===== config.mk =====
export PLATFORM = sky130hd
export DESIGN_NAME = dmem_arbiter
export DESIGN_NICKNAME = d
export VERILOG_FILES = /design/src/rtl/dmem_arb_pkg.sv /design/src/rtl/rr_arbiter2.sv /design/src/rtl/dmem_arbiter.sv
export SDC_FILE = /design/constraint.sdc
export NUM_CORES = 1
export LEC_CHECK = 0
export CAP_MARGIN = 40
export CORE_AREA = 5 5 114 116
export DETAILED_ROUTE_END_ITERATION = 16
export DIE_AREA = 0 0 119 121
export GPL_ROUTABILITY_DRIVEN = 0
export GPL_TIMING_DRIVEN = 0
export SLEW_MARGIN = 10
export SYNTH_ARGS = -nofsm -noshare
export SYNTH_HDL_FRONTEND = slang
export SYNTH_SLANG_ARGS = --single-unit

===== constraint.sdc =====
create_clock -name clk -period 5.13 [get_ports clk]
set_input_delay 1.026 -clock clk [delete_from_list [all_inputs] [get_ports clk]]
set_output_delay 1.026 -clock clk [all_outputs]
set_load 0.1 [all_outputs]

===== src/rtl/dmem_arb_pkg.sv =====
// ============================================================================
// dmem_arb_pkg : shared types and defaults for the data-memory arbiter | Rev 1.0
// ============================================================================
`default_nettype none

package dmem_arb_pkg;

  typedef enum logic [1:0] {
    OWN_NONE = 2'd0,
    OWN_CPU  = 2'd1,
    OWN_DBG  = 2'd2
  } owner_e;

  typedef enum logic {
    IDLE  = 1'b0,
    BURST = 1'b1
  } state_e;

  localparam int DEFAULT_MAX_BURST = 4;

endpackage

`default_nettype wire


===== src/rtl/rr_arbiter2.sv =====
// ============================================================================
// rr_arbiter2 : two-input round-robin picker, ties go to the side not last granted | Rev 1.0
// ============================================================================
`default_nettype none

module rr_arbiter2
  import dmem_arb_pkg::*;
(
  input  logic   req_cpu,
  input  logic   req_dbg,
  input  owner_e last_grant,
  output logic   gnt_cpu,
  output logic   gnt_dbg
);

  always_comb begin
    gnt_cpu = 1'b0;
    gnt_dbg = 1'b0;
    if (req_cpu && req_dbg) begin
      gnt_cpu = (last_grant != OWN_CPU);
      gnt_dbg = (last_grant == OWN_CPU);
    end else begin
      gnt_cpu = req_cpu;
      gnt_dbg = req_dbg;
    end
  end

endmodule

`default_nettype wire


===== src/rtl/dmem_arbiter.sv =====
// ============================================================================
// dmem_arbiter : shares one data-memory port between CPU and debug, with bounded debug bursts | Rev 1.0
// ============================================================================
`default_nettype none

module dmem_arbiter
  import dmem_arb_pkg::*;
#(
  parameter int ADDR_WIDTH = 32,
  parameter int DATA_WIDTH = 32,
  parameter int MAX_BURST  = DEFAULT_MAX_BURST
) (
  input  logic                  clk,
  input  logic                  reset,
  input  logic                  cpu_req,
  input  logic                  cpu_we,
  input  logic [ADDR_WIDTH-1:0] cpu_addr,
  input  logic [DATA_WIDTH-1:0] cpu_wdata,
  output logic                  cpu_gnt,
  output logic                  cpu_stall,
  output logic                  cpu_rvalid,
  output logic [DATA_WIDTH-1:0] cpu_rdata,
  input  logic                  dbg_req,
  input  logic                  dbg_we,
  input  logic [ADDR_WIDTH-1:0] dbg_addr,
  input  logic [DATA_WIDTH-1:0] dbg_wdata,
  input  logic                  dbg_lock,
  output logic                  dbg_gnt,
  output logic                  dbg_rvalid,
  output logic [DATA_WIDTH-1:0] dbg_rdata,
  output logic                  mem_en,
  output logic                  mem_we,
  output logic [ADDR_WIDTH-1:0] mem_addr,
  output logic [DATA_WIDTH-1:0] mem_wdata,
  input  logic [DATA_WIDTH-1:0] mem_rdata
);

  localparam int            CNT_W   = $clog2(MAX_BURST + 1);
  localparam logic [CNT_W-1:0] MAX_CNT = CNT_W'(MAX_BURST);

  state_e             state, state_next;
  owner_e             last_grant, last_next;
  owner_e             rd_tag, rd_tag_next;
  logic [CNT_W-1:0]   burst_cnt, cnt_next;

  logic cpu_req_act, dbg_req_act;
  logic rr_cpu, rr_dbg;

  // Grants are suppressed while reset is held so the port is quiet immediately.
  assign cpu_req_act = cpu_req & ~reset;
  assign dbg_req_act = dbg_req & ~reset;

  rr_arbiter2 u_rr (
    .req_cpu    (cpu_req_act),
    .req_dbg    (dbg_req_act),
    .last_grant (last_grant),
    .gnt_cpu    (rr_cpu),
    .gnt_dbg    (rr_dbg)
  );

  always_ff @(posedge clk or posedge reset) begin
    if (reset) begin
      state      <= IDLE;
      last_grant <= OWN_DBG;
      burst_cnt  <= '0;
      rd_tag     <= OWN_NONE;
    end else begin
      state      <= state_next;
      last_grant <= last_next;
      burst_cnt  <= cnt_next;
      rd_tag     <= rd_tag_next;
    end
  end

  always_comb begin
    state_next  = state;
    last_next   = last_grant;
    rd_tag_next = OWN_NONE;
    cnt_next    = burst_cnt;
    cpu_gnt     = 1'b0;
    dbg_gnt     = 1'b0;
    mem_en      = 1'b0;
    mem_we      = 1'b0;
    mem_addr    = '0;
    mem_wdata   = '0;

    if (state == BURST && dbg_req_act) begin
      dbg_gnt = 1'b1;
    end else begin
      cpu_gnt = rr_cpu;
      dbg_gnt = rr_dbg;
    end

    if (cpu_gnt) begin
      mem_en      = 1'b1;
      mem_we      = cpu_we;
      mem_addr    = cpu_addr;
      mem_wdata   = cpu_wdata;
      last_next   = OWN_CPU;
      rd_tag_next = cpu_we ? OWN_NONE : OWN_CPU;
    end else if (dbg_gnt) begin
      mem_en      = 1'b1;
      mem_we      = dbg_we;
      mem_addr    = dbg_addr;
      mem_wdata   = dbg_wdata;
      last_next   = OWN_DBG;
      rd_tag_next = dbg_we ? OWN_NONE : OWN_DBG;
    end

    // Lock only extends ownership until the count hits MAX_BURST; then the CPU gets its turn.
    if (dbg_gnt && dbg_lock) begin
      cnt_next = (state == BURST) ? burst_cnt + 1'b1 : CNT_W'(1);
      if (cnt_next == MAX_CNT) begin
        state_next = IDLE;
        cnt_next   = '0;
      end else begin
        state_next = BURST;
      end
    end else begin
      state_next = IDLE;
      cnt_next   = '0;
    end
  end

  assign cpu_stall  = cpu_req & ~cpu_gnt;
  assign cpu_rvalid = (rd_tag == OWN_CPU);
  assign dbg_rvalid = (rd_tag == OWN_DBG);
  assign cpu_rdata  = cpu_rvalid ? mem_rdata : '0;
  assign dbg_rdata  = dbg_rvalid ? mem_rdata : '0;

endmodule

`default_nettype wire

# Word level (Yosys, flattened, before mapping)
# Index checks and enable logic that the tools add are counted.
# word_totals
wordCells,44
ff_bits,8
# classes
n_mux,25
bitwise_logic,5
n_eq_ne,5
addsub,1
reduce_logical,4
# op_table
op,n
32-bit 2-to-1 mux,6
1-bit 2-to-1 mux,11
2-bit 2-to-1 mux,5
3-bit 2-to-1 mux,3
2-bit by 1-bit equality test with 1-bit output (second input constant),2
3-bit by 1-bit adder with 3-bit output (second input constant),1
1-bit AND,3
3-bit equality test (second input constant),1
1-bit logical AND,3
2-bit equality test (second input constant),1
2-bit by 1-bit inequality test with 1-bit output (second input constant),1
1-bit NOT,2
2-bit nonzero test,1

# Longest topological paths before layout
# Gate-level depths: netlist (run 1).
# logic_depth
word_depth,7
mapped_depth,5
mapped_depth_nobuf,4

# By module
# A second synthesis (run 1) with hierarchy kept.
# hier_totals
hier_cells,193
area_unflattened_um2,1516.5
# modules_own_cells
mod,n_inst,cells_each,area_per_inst_um2
dmem_arbiter,1,189,1486.4
rr_arbiter2,1,4,30.0

# Least setup slack after synthesis (run 1)
# OpenSTA, ideal clock, no wires.
# synth_timing
kind,in2out
from,input dbg_req
to,output cpu_stall
n_path_buf,1
cell_stages,4
required_ps,4104
t_arrival_ps,2930
setup_slack_ps,1174
path_cell_list,and3b_1 > nor3_2 > buf_2 > nor2_1
# synth_between
elab_chain_len,6
# synth_lines
element,line,source
from (decl),dmem_arbiter.sv:23,"input logic dbg_req,"
1-bit AND (*),dmem_arbiter.sv:51,assign dbg_req_act = dbg_req & ~reset;
1-bit logical AND,rr_arbiter2.sv:19,if (req_cpu && req_dbg) begin
1-bit 2-to-1 mux,rr_arbiter2.sv:19,
1-bit 2-to-1 mux (*),dmem_arbiter.sv:87,if (state == BURST && dbg_req_act) begin
named net cpu_gnt,dmem_arbiter.sv:19,"output logic cpu_gnt,"
1-bit NOT (*),dmem_arbiter.sv:125,assign cpu_stall = cpu_req & ~cpu_gnt;
1-bit AND (*),dmem_arbiter.sv:125,
to (decl),dmem_arbiter.sv:20,"output logic cpu_stall,"
# The timed path passes the listed nets; every way through them passes the cells marked *.

# Worst setup path in the final report (run 1)
# layout_timing
from,input reset
to,output mem_wdata[30]
# layout_between
elab_chain_len,7
# layout_lines
element,line,source
from (decl),dmem_arbiter.sv:14,"input logic reset,"
1-bit NOT (*),"dmem_arbiter.sv:50, dmem_arbiter.sv:51",
1-bit AND (on tied branches),"dmem_arbiter.sv:50, dmem_arbiter.sv:51",
1-bit logical AND,rr_arbiter2.sv:19,
1-bit 2-to-1 mux,rr_arbiter2.sv:19,
1-bit 2-to-1 mux,dmem_arbiter.sv:87,
32-bit 2-to-1 mux,dmem_arbiter.sv:101,end else if (dbg_gnt) begin
32-bit 2-to-1 mux (*),dmem_arbiter.sv:94,if (cpu_gnt) begin
to (decl),dmem_arbiter.sv:34,"output logic [DATA_WIDTH-1:0] mem_wdata,"
# Mark *: on every way between the ends. The rest lies on a longest branch, timed or not.

==> results of run 1 <==
registers in the layout, indices dropped and copies added (netlist names):
signal      count
burst_cnt       3
last_grant      2
rd_tag          2
state           1
stage by stage:
step	area [um2]	hold WS, ns	instances
2_1_floorplan	1510	0.499	185
3_5_place_dp	7350	0.512	768
6_report	7430	0.515	772
5_1_grt	7430	0.529	772
3_3_place_gp	4700	0.506	633
4_1_cts	7430	0.518	772
routing by layer:
| layer | part of all wire | up-vias | global-route usage |
|---|---|---|---|
| met4 | 0.021 | 0 | 0.0492 |
| li1 | - | 1565 | - |
| met1 | 0.34 | 1464 | 0.175 |
| met2 | 0.55 | 207 | 0.360 |
| met5 | 0 | - | 0 |
| met3 | 0.088 | 17 | 0.0545 |
cells by family (layout without fill, tap and decap cells):
kind of cell               count (synthesis)  count (layout)  share of synthesized area
and+or+nand+nor                           82              82                      0.339
adders and majority gates                  1               1                    0.00831
xor gates and xnor gates                   1               1                    0.00582
AOI/OAI and AO/OA                         69              69                      0.402
DFF                                        8               8                      0.134
buffers and inverters                     24             464                      0.111
report_power, final:
part	internal, W	switching [W]
Clock	0.000104	0.0000328
Sequential	0.0000688	0.00000271
Combinational	0.000495	0.000612
Total	0.000668	0.000647
worst min-delay path by stage:
stage,cells after the start,to,slack (ns),startpoint
after floorplan,1,last_grant[1]$_DFFE_PP1P_,0.50,last_grant[1]$_DFFE_PP1P_
after global placement,1,last_grant[1]$_DFFE_PP1P_,0.51,last_grant[1]$_DFFE_PP1P_
after detailed placement,1,last_grant[1]$_DFFE_PP1P_,0.51,last_grant[1]$_DFFE_PP1P_
after CTS,1,last_grant[1]$_DFFE_PP1P_,0.52,last_grant[1]$_DFFE_PP1P_
after global routing,1,last_grant[1]$_DFFE_PP1P_,0.53,last_grant[1]$_DFFE_PP1P_
final,1,last_grant[1]$_DFFE_PP1P_,0.51,last_grant[1]$_DFFE_PP1P_
cells in the mapped netlist:
library cell / n / share of area
inv_2: 1 / 0.0025
nor2_1: 4 / 0.010
xor2_1: 1 / 0.0058
nand2b_1: 1 / 0.0042
a21o_1: 1 / 0.0050
nand2_1: 2 / 0.0050
buf_4: 1 / 0.0050
dfrtp_1: 7 / 0.12
clkbuf_1: 6 / 0.015
and4_1: 1 / 0.0058
and3b_1: 1 / 0.0058
nor4bb_1: 1 / 0.0067
buf_6: 9 / 0.067
nor2b_1: 4 / 0.017
ha_1: 1 / 0.0083
dfstp_2: 1 / 0.017
buf_2: 5 / 0.017
o311a_1: 2 / 0.013
inv_1: 2 / 0.0050
nor3_2: 1 / 0.0067
o21bai_1: 1 / 0.0050
a22o_1: 65 / 0.38
nor4_1: 1 / 0.0042
and2_1: 65 / 0.27
and3_1: 1 / 0.0042
cell type report:
| type | count | area, um2 | area share |
|---|---|---|---|
| clock buffers | 4 | 78.8 | 0.0106 |
| well taps | 147 | 184 | 0.0247 |
| plain buffers | 21 | 156 | 0.0210 |
| flip-flops and latches | 8 | 201 | 0.0271 |
| multi-input cells | 153 | 1140 | 0.153 |
| repair buffers | 436 | 5670 | 0.762 |
| inverters | 3 | 11.3 | 0.00151 |
==> results.md, run 1 <==
* Status: completed
* Min Tclk post-route at 4.53 ns
* Final setup TNS at 0 ns
* Layout fillers at 849
* Vias at 3253
* Pwr dens at 177 nW/um2
* Diodes inserted at 0
* MaxCap Viol Count at 0
* CP delay by family, top: buffers and inverters
* Final net count at 794
* Area grow syn2layout at 394%
* WL/cell at 17.6 um
* Slew Limit Fails at 0
* CP Capture Type: primary output
* FF+latch count, synth at 8
* Slew Limit Headroom at 0.716
* Hold Buf Count CTS at 0
* Total CTS buffers at 3
* Share of layout cells above drive strength 1 at 0.250
* Crit path from: reset
* Worst-path fanout max at 10
* Post-CTS setup buffers at 0
* Commonest non-fill, non-tap cell in the layout: clkdlybuf4s50_1
* First-pass GRT wire length at 20500 um
* Max frequency at 0.221 GHz
* DRC errors left at 0
* Crit path top cell by count: clkdlybuf4s50_1
* Most frequent cells in the layout: 301 x clkdlybuf4s50_1, 85 x buf_8, 65 x and2_1, 65 x a22o_1, 50 x buf_16
* Clk Tree Root Cell: clkbuf_16
* Crit path depth at 8
* TritonRoute pass-1 iters at 4
* Die area at 14400 um2
* Insertion delay to the later sink of the worst-skew pair at 0.23 ns
* Initial core utilization at 0.127
* Net count after synthesis at 353
* DR iter-0 viols at 122
* Worst vdd ir at 0.106 mV
* Tightest Hold Check Type: flip-flop to flip-flop
* Synthesized instance count at 185
* Unrepaired setup endpoints after global routing: no
* CP Buf/Inv Count at 5
* Synth cell types at 25
* Critical Path End: mem_wdata[30]
* Dpl ws at 0.593 ns
* Post-CTS resize count at 0
* Netlist Area Pre-Place at 1510 um2
* FF-to-FF End: last_grant[0]$_DFFE_PP0P_
* Clock Skews at 0.000377 ns
* CP Launch Type: input pin
* Final setup margin at 0.602 ns
* Clock transition at path regs at 0.04 ns
* H-tree levels at 1
* Row count at 40
* Required @ worst endpoint at 4.10 ns
* Pin count of the biggest net entering global routing at 11
* Core Util, Final at 0.629
* Max stage delay on crit path at 0.61 ns
* Total core area at 11800 um2
* CTS sink cnt at 8
* CTS tree: yes
* Initial antenna violation count at 0
* Average cell area after synthesis at 8.14 um2
* Worst path slowest cell: clkdlybuf4s50_1
* # IOs at 302
* Final Cycle Share at 0.883
* Leakage at 3.09 nW
* Die Wd at 119 um
* Port Buffers at 301
* Final Setup Violations at 0
* R2R cell count at 4
* Yosys warnings at 0
* Internal reg-to-reg setup slack at 3.57 ns
* Routed Antenna Nets at 0
* Via-to-Cell Ratio at 4.21
* Die Ht at 121 um
* CTS Buffer Depth at 2
* Final wirelength at 13600 um
* Worst Path Class, Setup: input pin to primary output
* Worst slew pin tran at 0.424 ns
* Final Hold Viols at 0
* Arr. time, crit path at 3.50 ns
* Vias in the first global route at 3716
* FF-to-FF Start: last_grant[1]$_DFFE_PP1P_
* Design Power at 0.00132 W
* Final HPWL DP at 12800 um
* Total GRT Usage at 0.179
* GRT overflow at 0
* Seq/Total Area, Yosys at 0.134
* CP cell instances: clkdlybuf4s50_1 > nand2b_1 > nor3_2 > buf_4 > buf_6 > a22o_1 > clkdlybuf4s50_1 > buf_16
No activity file was read; power rests on OpenSTA's default activity.
==> inputs of run 2 (changes only) <==
- CAP_MARGIN: 40 -> 20
- CTS_CLUSTER_SIZE: unset -> 25
==> results.md, run 2 (synthesis gave the netlist of run 1 again) <==
* Crit path from: reset
* Clock transition at path regs at 0.04 ns
* Crit path depth at 7
* # IOs at 302
* Crit path top cell by count: clkdlybuf4s50_1
* Initial core utilization at 0.127
* Biggest register: burst_cnt
* Unrepaired setup endpoints after global routing: no
* Final net count at 659
* Gate power share at 0.795
* Die Ht at 121 um
* Required @ worst endpoint at 4.10 ns
* Area grow syn2layout at 218%
* WL/cell at 17.7 um
* Final Cycle Share at 0.951
* GRT overflow at 0
* Worst-path fanout max at 10
* Vias at 2694
* DRC errors left at 0
* CP cell instances: clkdlybuf4s50_1 > nand2b_1 > nor3_2 > buf_4 > buf_6 > a22o_1 > clkdlybuf4s50_1
* TritonRoute pass-1 iters at 4
* CP Launch Type: input pin
* R2R cell count at 4
* Share of layout cells above drive strength 1 at 0.0429
* Routed Antenna Nets at 0
* Max frequency at 0.205 GHz
* NetSw at 0.000588 W
* H-tree levels at 1
* Status: completed
* Internal reg-to-reg setup slack at 3.57 ns
* Insertion delay to the later sink of the worst-skew pair at 0.24 ns
* FF-to-FF Start: last_grant[1]$_DFFE_PP1P_
* Vias in the first global route at 2972
* DR iter-0 viols at 52
* Total CTS buffers at 3
* Slew Limit Fails at 0
* Post-CTS resize count at 0
* CTS tree: yes
* Commonest non-fill, non-tap cell in the layout: clkdlybuf4s50_1
* Worst hold stages at 1
* Arr. time, crit path at 3.85 ns
* Worst vdd ir at 0.0887 mV
* Slew Limit Headroom at 0.310
* Hold Buf Count CTS at 0
* Clk Tree Root Cell: clkbuf_16
* Clock Skews at 0.000380 ns
* Most frequent cells in the layout: 301 x clkdlybuf4s50_1, 65 x and2_1, 65 x a22o_1
* Design Power at 0.00102 W
* Diodes inserted at 0
* Leakage at 1.88 nW
* Clock power share at 0.135
* Initial antenna violation count at 0
* Post-CTS setup buffers at 0
* Sw frac at 0.575
* Final setup TNS at 0 ns
* CP Buf/Inv Count at 4
* Tightest Hold Check Type: flip-flop to flip-flop
* Max stage delay on crit path at 1.15 ns
* Port Buffers at 301
* Pwr dens at 214 nW/um2
* Layout fillers at 1207
* Critical Path End: mem_addr[7]
* Worst slew pin tran at 1.03 ns
* Max reg flops at 3
* FF-to-FF End: last_grant[0]$_DFFE_PP0P_
* CP delay by family, top: buffers and inverters
* Int Pwr at 0.000435 W
* Row count at 40
* Final Hold Viols at 0
* Final HPWL DP at 10400 um
* CTS sink cnt at 8
* Register share of total power at 0.070
* Die Wd at 119 um
* Worst Path Class, Setup: input pin to primary output
* First-pass GRT wire length at 16600 um
* Worst path slowest cell: clkdlybuf4s50_1
* Total core area at 11800 um2
* CTS Buffer Depth at 2
* Pin count of the biggest net entering global routing at 11
* Via-to-Cell Ratio at 4.23
* Largest regs: burst_cnt x3, last_grant x2, rd_tag x2
* MaxCap Viol Count at 0
* Final wirelength at 11300 um
* Min Tclk post-route at 4.88 ns
* Total GRT Usage at 0.144
* Final Setup Violations at 0
* CP Capture Type: primary output
* Die area at 14400 um2
run 2: cell types whose count changed in the layout (fill, tap and decap cells not counted):
cell	previous run	this run
buf_8	85	0
buf_16	50	0
run 2: power by group through the flow:
| stage | clock network [W] | logic (W) | registers (W) |
|---|---|---|---|
| global placement | 0 | 0.000816 | 0.0000720 |
| finish | 0.000138 | 0.000814 | 0.0000716 |
| CTS | 0.000140 | 0.000820 | 0.0000716 |
| global route | 0.000144 | 0.000840 | 0.0000719 |
| floorplan | 0 | 0.000545 | 0.0000716 |
| detailed placement | 0 | 0.000819 | 0.0000724 |
run 2: worst min-delay path by stage:
stage,startpoint,end,slack [ns]
2_1_floorplan,last_grant[1]$_DFFE_PP1P_,last_grant[1]$_DFFE_PP1P_,0.50
3_3_place_gp,last_grant[1]$_DFFE_PP1P_,last_grant[1]$_DFFE_PP1P_,0.51
3_5_place_dp,last_grant[1]$_DFFE_PP1P_,last_grant[1]$_DFFE_PP1P_,0.51
4_1_cts,last_grant[1]$_DFFE_PP1P_,last_grant[1]$_DFFE_PP1P_,0.52
5_1_grt,last_grant[1]$_DFFE_PP1P_,last_grant[1]$_DFFE_PP1P_,0.53
6_report,last_grant[1]$_DFFE_PP1P_,last_grant[1]$_DFFE_PP1P_,0.52
run 2: final cells by class:
class / count / area [um2] / area share
well taps: 147 / 184 / 0.0385
plain buffers: 21 / 156 / 0.0327
flip-flops and latches: 8 / 201 / 0.0421
repair buffers: 301 / 3010 / 0.630
inverters: 3 / 11.3 / 0.00236
multi-input cells: 153 / 1140 / 0.238
clock buffers: 4 / 78.8 / 0.0165
run 2: routing by layer:
layer	part of all wire	routed length, um	GRT usage	up-vias
li1	-	-	-	1292
met1	0.35	3930	0.144	1194
met2	0.53	5970	0.279	197
met3	0.11	1210	0.0550	11
met4	0.014	160	0.0340	0
met5	0	0	0	-
run 2: through the flow:
step	utilization	setup slack, ns	hold WS, ns	std cells	cell area (um2)
after floorplan	-	1.17	0.499	185	1510
after global placement	0.398	0.223	0.506	633	4700
after detailed placement	0.398	0.217	0.512	633	4700
after CTS	0.405	0.201	0.518	637	4780
after global routing	0.405	0.0891	0.529	637	4780
final	0.405	0.252	0.515	637	4780
